**config.mk**
```make
export PLATFORM = sky130hd
export DESIGN_NAME = pc_redirect_ctrl
export DESIGN_NICKNAME = d
export VERILOG_FILES = /design/src/rtl/pc_redirect_ctrl.sv
export SDC_FILE = /design/constraint.sdc
export NUM_CORES = 1
export LEC_CHECK = 0
export CAP_MARGIN = 25
export CORE_AREA = 5 5 109 111
export CTS_BUF_LIST = sky130_fd_sc_hd__clkbuf_4 sky130_fd_sc_hd__clkbuf_8 sky130_fd_sc_hd__clkbuf_16
export DETAILED_ROUTE_END_ITERATION = 8
export DIE_AREA = 0 0 114 116
export HOLD_SLACK_MARGIN = 0.05
export PLACE_DENSITY = 0.91
export SLEW_MARGIN = 20
export SYNTH_ARGS = -nofsm -noshare
export SYNTH_HDL_FRONTEND = slang
export SYNTH_SLANG_ARGS = --single-unit
```
**constraint.sdc**
```tcl
create_clock -name i_clock -period 3.9 [get_ports i_clock]
set_input_delay 0.78 -clock i_clock [delete_from_list [all_inputs] [get_ports i_clock]]
set_output_delay 0.78 -clock i_clock [all_outputs]
set_load 0.05 [all_outputs]
```
**src/rtl/pc_redirect_ctrl.sv**
```systemverilog
// ---------------------------------------------------------------------------
// pc_redirect_ctrl
//
// Fetch-side program counter and redirect controller for the RV32 pipeline.
// Owns the PC register, drives the instruction-memory fetch handshake, turns
// the EX-stage taken decision (pcsel) into IF/ID + ID/EX squashes and a PC
// load, and raises a one-cycle trap pulse when the redirect target is not
// word aligned. After every accepted redirect, pcsel is ignored for SHADOW
// cycles because it comes from instructions that are being squashed.
//
// Ports
//   i_clock         sole clock, rising edge
//   i_resetn        synchronous active-low reset
//   i_pcsel         EX-stage taken branch/jump
//   i_alu_target    EX-stage target address
//   i_stall         hazard stall: hold PC, no fetch advance
//   i_imem_ready    instruction memory accepts the current request
//   o_fetch_req     fetch request valid
//   o_pc            current fetch address
//   o_pc_plus4      o_pc + 4 (mod 2^32)
//   o_flush_if_id   squash IF/ID register
//   o_flush_id_ex   squash ID/EX register
//   o_misalign      one-cycle misaligned-target trap pulse
//   o_mtval         offending target, valid while o_misalign = 1
//   o_redirect_cnt  accepted redirects, wrapping
// ---------------------------------------------------------------------------
module pc_redirect_ctrl #(
    parameter logic [31:0] RESET_PC = 32'h0000_0000,
    parameter logic [31:0] TRAP_VEC = 32'h0000_0010,
    parameter int unsigned SHADOW   = 2
) (
    input  logic        i_clock,
    input  logic        i_resetn,
    input  logic        i_pcsel,
    input  logic [31:0] i_alu_target,
    input  logic        i_stall,
    input  logic        i_imem_ready,
    output logic        o_fetch_req,
    output logic [31:0] o_pc,
    output logic [31:0] o_pc_plus4,
    output logic        o_flush_if_id,
    output logic        o_flush_id_ex,
    output logic        o_misalign,
    output logic [31:0] o_mtval,
    output logic [31:0] o_redirect_cnt
);

    typedef enum logic [1:0] {
        ST_BOOT   = 2'd0,
        ST_RUN    = 2'd1,
        ST_SHADOW = 2'd2
    } state_t;

    localparam logic [2:0] SHADOW_INIT = 3'(SHADOW);

    state_t      r_state;
    state_t      w_state_next;

    logic [31:0] r_pc;
    logic [2:0]  r_shadow_cnt;
    logic [31:0] r_redirect_cnt;
    logic        r_misalign;
    logic [31:0] r_mtval;

    logic        w_redirect;
    logic        w_advance;
    logic [31:0] w_target;

    // Bit 0 is always dropped (jalr rule); bit 1 decides alignment.
    assign w_target = {i_alu_target[31:1], 1'b0};

    // -----------------------------------------------------------------------
    // State register
    // -----------------------------------------------------------------------
    always_ff @(posedge i_clock) begin
        if (!i_resetn) begin
            r_state <= ST_BOOT;
        end else begin
            r_state <= w_state_next;
        end
    end

    // -----------------------------------------------------------------------
    // Next-state logic
    // -----------------------------------------------------------------------
    always_comb begin
        w_state_next = r_state;
        case (r_state)
            ST_BOOT:   w_state_next = ST_RUN;
            ST_RUN:    w_state_next = i_pcsel ? ST_SHADOW : ST_RUN;
            // Leave on the edge where the counter reads 1, so the window
            // covers exactly SHADOW cycles.
            ST_SHADOW: w_state_next = (r_shadow_cnt == 3'd1) ? ST_RUN : ST_SHADOW;
            default:   w_state_next = ST_BOOT;
        endcase
    end

    // -----------------------------------------------------------------------
    // Output / control decode
    // -----------------------------------------------------------------------
    always_comb begin
        w_redirect    = 1'b0;
        w_advance     = 1'b0;
        o_fetch_req   = 1'b0;
        case (r_state)
            ST_RUN: begin
                o_fetch_req = 1'b1;
                w_redirect  = i_pcsel;
                w_advance   = !i_stall && i_imem_ready;
            end
            ST_SHADOW: begin
                o_fetch_req = 1'b1;
                w_advance   = !i_stall && i_imem_ready;
            end
            default: begin
                o_fetch_req = 1'b0;
            end
        endcase
        o_flush_if_id = w_redirect;
        o_flush_id_ex = w_redirect;
    end

    // -----------------------------------------------------------------------
    // Datapath: PC, shadow counter, redirect counter, trap capture
    // -----------------------------------------------------------------------
    always_ff @(posedge i_clock) begin
        if (!i_resetn) begin
            r_pc           <= RESET_PC;
            r_shadow_cnt   <= 3'd0;
            r_redirect_cnt <= 32'd0;
            r_misalign     <= 1'b0;
            r_mtval        <= 32'd0;
        end else begin
            r_misalign <= 1'b0;
            if (w_redirect) begin
                // A redirect beats stall and any pending unaccepted fetch.
                r_redirect_cnt <= r_redirect_cnt + 32'd1;
                r_shadow_cnt   <= SHADOW_INIT;
                if (w_target[1]) begin
                    r_pc       <= TRAP_VEC;
                    r_misalign <= 1'b1;
                    r_mtval    <= w_target;
                end else begin
                    r_pc <= w_target;
                end
            end else begin
                // Counter runs through stalled cycles as well.
                if (r_state == ST_SHADOW) begin
                    r_shadow_cnt <= r_shadow_cnt - 3'd1;
                end
                if (w_advance) begin
                    r_pc <= r_pc + 32'd4;
                end
            end
        end
    end

    assign o_pc           = r_pc;
    assign o_pc_plus4     = r_pc + 32'd4;
    assign o_misalign     = r_misalign;
    assign o_mtval        = r_mtval;
    assign o_redirect_cnt = r_redirect_cnt;

endmodule

```
==> run summary, run 1 <==
Worst Skew: 0.0112 ns
Yosys cell types: 54
area grow syn2layout: 35.4%
Post-synth EDFFs: 0
Leak: 2.67 nW
initial antenna violation count: 0
Seq cells post-synth: 99
placed cells: 903
total track usage: 0.239
CTS root buffer: clkbuf_8
TritonCTS clock tree: done
Placement Setup Slack: 0.414 ns
Hold Path End: o_mtval[8]
max layer used: met4
TritonCTS buffer count: 9
GRT overflow: 0
via count: 5183
commonest non-fill, non-tap cell in the layout: clkdlybuf4s50_1
RSZ-0062 raised after global routing: false
die width: 114 µm
max cap viols: 0
dpl hpwl: 12200 µm
Slew Limit Fails: 0
wire length on met2: 8330 µm
Via density: 5.64
post-DR wirelength/cell: 18.0 µm
Req. time, crit path: 3.12 ns
Die ar.: 13200 µm²
GP Congestion: 0.938
Final ANT Viol Nets: 0
pwr/cell area: 338 nW/µm²
initial DRC count: 422
M1 WL: 6330 µm
Fmax achieved: 262 MHz
Max FO, Critical Path: 7
CORE AREA: 10700 µm²
Arrival @ worst endpoint: 3.04 ns
Final Cycle Share: 0.979
CP endpoint kind: primary output
syn_area_per_cell: 8.34 µm²
CP Launch Point: o_pc[4]
top cells by area, synth: dfxtp_1 (38%), nand2_1 (8.6%), xor2_1 (7.2%), xnor2_1 (6.3%), a21boi_0 (5.0%)
Reg clk slew, reported paths: 0.10 ns
final setup vio count: 0
reg2reg start: r_state[1]
die height: 116 µm
fin crit period: 3.82 ns
vias in the first global route: 5051
Core Util, Final: 0.665
Hold Startpoint: o_mtval[8]
DR pass1 iterations: 6
final worst slack: 0.0826 ns
startpoint types: flop
Initial Util: 0.491
Yosys top cell area share: 0.377
Reg-to-Reg End: o_mtval[12]
DRC viols: 0
Ports: 169
Mapped Cells: 630
n_diodes: 0
worst-margin pin slew: 0.677 ns
port buffer count: 162
commonest cells after routing, fill and taps aside: clkdlybuf4s50_1 (154), nand2_1 (120), dfxtp_1 (99)
number of synthesis warnings: 0
final wirelength: 16500 µm
Post-synth ARST share: 0
Hold Fails Final Rpt: 0
FP Rows: 38
area leader, netlist: dfxtp_1
worst hold path class: reg2reg
Sum Neg Setup Slack: 0 ns
maximum clock insertion buffer count: 2
Final nets: 819
WL met3: 1420 µm
worst-skew pair later-pin latency: 0.36 ns
WS Path Type: reg2out
sequential area share after synthesis: 0.377
clk sinks: 99
Layout Cells excl Fill: 919
CTS Hold Bufs: 0
Worst VDD drop: 0.000199 V
worst hold slack: 0.470 ns
slew margin rel.: 0.549
largest net degree at the start of global routing: 78
reg-to-reg slack, setup: 1.51 ns
cell area after synthesis: 5260 µm²
htree depth: 3
first-pass GRT wire length: 25500 µm
Hold Path Depth: 2
result of the run: finished, final reports clean
r2r worst-path depth: 8
share of layout cells above drive strength 1: 0.0565
Synth Flop Type: dfxtp_1
cell families after synthesis:
logic type / Yosys count / synth area share
flip-flops: 99 / 0.377
other: 1 / 0.000713
AND/OR/NAND/NOR: 286 / 0.289
XOR/XNOR: 81 / 0.135
multiplexers: 1 / 0.00190
AO/OA/AOI/OAI: 93 / 0.114
adder cells (fa/ha/maj): 8 / 0.0190
buffers and inverters: 61 / 0.0640
worst max path at each step:
| stage | endpoint | slack [ns] | cells past startpoint |
|---|---|---|---|
| 2_1_floorplan | o_pc_plus4[28] | 0.37 | 6 |
| 3_3_place_gp | o_pc_plus4[28] | 0.46 | 6 |
| 3_5_place_dp | o_pc_plus4[30] | 0.41 | 6 |
| 4_1_cts | o_pc_plus4[19] | 0.02 | 5 |
| 5_1_grt | o_pc_plus4[25] | 0.0003 | 5 |
| 6_report | o_pc_plus4[25] | 0.08 | 5 |
state kept, by name, summed over array words and instances, names as in the netlist:
name	count
r_state	2
o_pc	30
o_redirect_cnt	32
r_shadow_cnt	3
o_misalign	1
o_mtval	31
cell type report:
class	instances	area [µm²]
clock buffer	9	124
clock inverter	7	123
fill	836	3580
inverter	16	60.1
multi-input combinational	474	2950
sequential	99	1980
tap	140	175
timing repair buffer	174	1700
layer usage:
metal | track usage | up-vias
li1 | - | 2419
met4 | 0.0879 | 0
met1 | 0.277 | 2443
met3 | 0.0674 | 52
met2 | 0.422 | 269
met5 | 0 | -
worst max-delay path, cell delays in order, from the launching register on:
cell and delay, ns:
dfxtp_1 0.53, nand4_2 0.25, or4_1 0.75, nor2_1 0.18, xor2_1 0.15, clkdlybuf4s50_1 0.82
power by group:
part	internal [mW]	switching (mW)
registers	1.05	0.0421
logic	0.173	0.340
clock network	0.432	0.372
total	1.65	0.754
per-stage QoR:
| stage | total power, mW | instance area (µm²) |
|---|---|---|
| after global placement | 1.61 | 6870 |
| after detailed placement | 1.62 | 6870 |
| after global routing | 2.49 | 7120 |
| after CTS | 2.41 | 7110 |
| after floorplan | 1.44 | 5270 |
| final | 2.40 | 7120 |
repair_timing:
action | CTS | global route
setup endpoints to repair | 4 | 1
resized for setup | 4 | 1
buffers inserted | 0 | 0
hold endpoints to repair | 0 | 0
cells in the mapped netlist (all sizes together), types with 3 or more instances:
cell type,n
a21boi,35
a21oi,13
and2,33
and3,10
and4,10
buf,18
clkbuf,27
dfxtp,99
ha,8
inv,15
nand2,120
nand3,23
nand3b,3
nand4,25
nor2,15
nor2b,6
nor3,14
nor4,19
o21ai,33
xnor2,38
xor2,43
No activity file was read; power rests on OpenSTA's default activity.
==> inputs of run 2 (changes only) <==
Settings changed: CORE_AREA 5 5 109 111 to 3 3 107 109, DIE_AREA 0 0 114 116 to 0 0 110 112.
==> run 2 against run 1 <==
Sequential share of layout area grew 0.16 points. Critical endpoint is now o_pc_plus4[17]. Flip-flop and latch count unchanged. Critical path depth fell by 1. First-iteration DRC count down 12%. Maximum frequency rose by 1.5%. Clock skew up 0.0070 ns. Die area fell by 6.8%. Largest power group unchanged. Design area decreased by 0.56%.
==> run summary, run 2 (synthesis gave the netlist of run 1 again) <==
htree depth: 3 (unchanged)
total track usage: 0.254 (was 0.239)
GRT overflow: 0 (unchanged)
CP Launch Point: o_pc[8] (was o_pc[4])
CTS root buffer: clkbuf_8 (unchanged)
startpoint types: flop (unchanged)
Arrival @ worst endpoint: 2.98 ns (was 3.04 ns)
Ports: 169 (unchanged)
final setup vio count: 0 (unchanged)
CP endpoint kind: primary output (unchanged)
Critical Path Sink: o_pc_plus4[17] (was o_pc_plus4[25])
grt met3 use: 0.0620 (was 0.0674)
family with the most delay on the worst path: simple AND/OR/NAND/NOR gates (unchanged)
Post-CTS Setup Bufs: 0 (unchanged)
Die ar.: 12300 µm² (was 13200 µm²)
worst-margin pin slew: 0.713 ns (was 0.677 ns)
fin crit period: 3.76 ns (was 3.82 ns)
Req. time, crit path: 3.12 ns (about the same)
initial antenna violation count: 0 (unchanged)
clk sinks: 99 (unchanged)
Initial Util: 0.491 (unchanged)
Final ANT Viol Nets: 0 (unchanged)
FP Rows: 38 (unchanged)
crit-path cells: nand4_2 > or4_1 > xnor2_1 > clkdlybuf4s50_1 (was nand4_2 > or4_1 > nor2_1 > xor2_1 > clkdlybuf4s50_1)
Via density: 5.57 (was 5.64)
CORE AREA: 10700 µm² (unchanged)
GP Congestion: 1.02 (was 0.938)
Most Crowded Layer GR: met2 (unchanged)
result of the run: finished, final reports clean (unchanged)
Hold Startpoint: o_mtval[17] (was o_mtval[8])
worst hold path class: reg2reg (unchanged)
CTS Hold Bufs: 0 (unchanged)
Worst Skew: 0.0181 ns (was 0.0112 ns)
via count: 5125 (was 5183)
vias in the first global route: 5034 (was 5051)
die height: 112 µm (was 116 µm)
fillers: 868 (was 836)
Final Cycle Share: 0.965 (was 0.979)
met2 Track Usage GR: 0.435 (was 0.422)
dpl hpwl: 11900 µm (was 12200 µm)
first-pass GRT wire length: 25100 µm (was 25500 µm)
DR pass1 iterations: 5 (was 6)
Fmax achieved: 266 MHz (was 262 MHz)
Final nets: 820 (was 819)
post-DR wirelength/cell: 17.1 µm (was 18.0 µm)
worst-skew pair later-pin latency: 0.37 ns (was 0.36 ns)
RSZ-0062 raised after global routing: false (unchanged)
Worst VDD drop: 0.000236 V (was 0.000199 V)
WS Path Type: reg2out (unchanged)
Reg clk slew, reported paths: 0.11 ns (was 0.10 ns)
initial DRC count: 371 (was 422)
slowest CP cell: clkdlybuf4s50_1 (unchanged)
Slew Limit Fails: 0 (unchanged)
port buffer count: 162 (unchanged)
WP buf/inv: 1 (unchanged)
reg2reg start: r_state[1] (unchanged)
maximum clock insertion buffer count: 2 (unchanged)
cell count along the critical path: 4 (was 5)
commonest non-fill, non-tap cell in the layout: clkdlybuf4s50_1 (unchanged)
area grow syn2layout: 34.6% (was 35.4%)
final wirelength: 15800 µm (was 16500 µm)
DRC viols: 0 (unchanged)
commonest cells after routing, fill and taps aside: clkdlybuf4s50_1 (153), nand2_1 (120), dfxtp_1 (99) (was clkdlybuf4s50_1 (154), nand2_1 (120), dfxtp_1 (99))
Sum Neg Setup Slack: 0 ns (unchanged)
die width: 110 µm (was 114 µm)
share of layout cells above drive strength 1: 0.0577 (was 0.0565)
TritonCTS buffer count: 9 (unchanged)
final worst slack: 0.138 ns (was 0.0826 ns)
largest net degree at the start of global routing: 46 (was 78)
reg-to-reg slack, setup: 1.49 ns (was 1.51 ns)
Hold Fails Final Rpt: 0 (unchanged)
TritonCTS clock tree: done (unchanged)
max cap viols: 0 (unchanged)
met1 Resource Use GR: 0.310 (was 0.277)
slew margin rel.: 0.525 (was 0.549)
pwr/cell area: 317 nW/µm² (was 338 nW/µm²)
Max FO, Critical Path: 10 (was 7)
Hold Path Depth: 2 (unchanged)
max reg flops: 32 (unchanged)
n_diodes: 0 (unchanged)
Reg-to-Reg End: o_mtval[12] (unchanged)
max incr delay on CP: 0.83 ns (was 0.82 ns)
Leak: 2.68 nW (was 2.67 nW)
r2r worst-path depth: 8 (unchanged)
Placement Setup Slack: 0.391 ns (was 0.414 ns)
run 2: through the flow:
stage,hold slack (ns),power (mW),instances,cell area (µm²),util
2_1_floorplan,0.487,1.44,634,5270,-
3_3_place_gp,0.448,1.60,904,6880,0.643
3_5_place_dp,0.458,1.61,904,6880,0.643
4_1_cts,0.473,2.25,920,7070,0.661
5_1_grt,0.497,2.33,920,7080,0.661
6_report,0.468,2.24,920,7080,0.661
run 2: power breakdown:
part | switching [mW] | leakage, nW | internal [mW] | total, mW
clock | 0.403 | 0.0964 | 0.249 | 0.652
sequential | 0.0449 | 0.802 | 1.05 | 1.09
combinational | 0.331 | 1.79 | 0.171 | 0.502
run 2: repair_timing:
item	in CTS	in global routing
endpoints found under the setup margin	3	3
gates resized for setup	3	3
pin swaps	0	0
run 2: final cells by class:
class / instances / area [µm²] / area share
multi-input combinational: 474 / 2950 / 0.417
sequential: 99 / 1980 / 0.280
timing repair buffer: 175 / 1710 / 0.242
tap: 140 / 175 / 0.0248
clock buffer: 9 / 124 / 0.0175
clock inverter: 7 / 68.8 / 0.00973
inverter: 16 / 60.1 / 0.00849
run 2: worst min path at each step:
stage / to / slack, ns
6_report: o_mtval[17] / 0.47
3_3_place_gp: o_mtval[3] / 0.45
2_1_floorplan: r_shadow_cnt[2] / 0.49
4_1_cts: o_mtval[17] / 0.47
5_1_grt: o_mtval[7] / 0.50
3_5_place_dp: o_mtval[17] / 0.46
run 2: worst min-delay path, cell delays in order, from the launching register on:
cell	delay [ns]
dfxtp_1	0.32
nand2_1	0.04
a21boi_0	0.06
run 2: metal layers:
metal	part of all wire	vias up
met3	0.088	38
met2	0.50	251
met5	0	-
met1	0.39	2412
met4	0.021	0
li1	-	2424
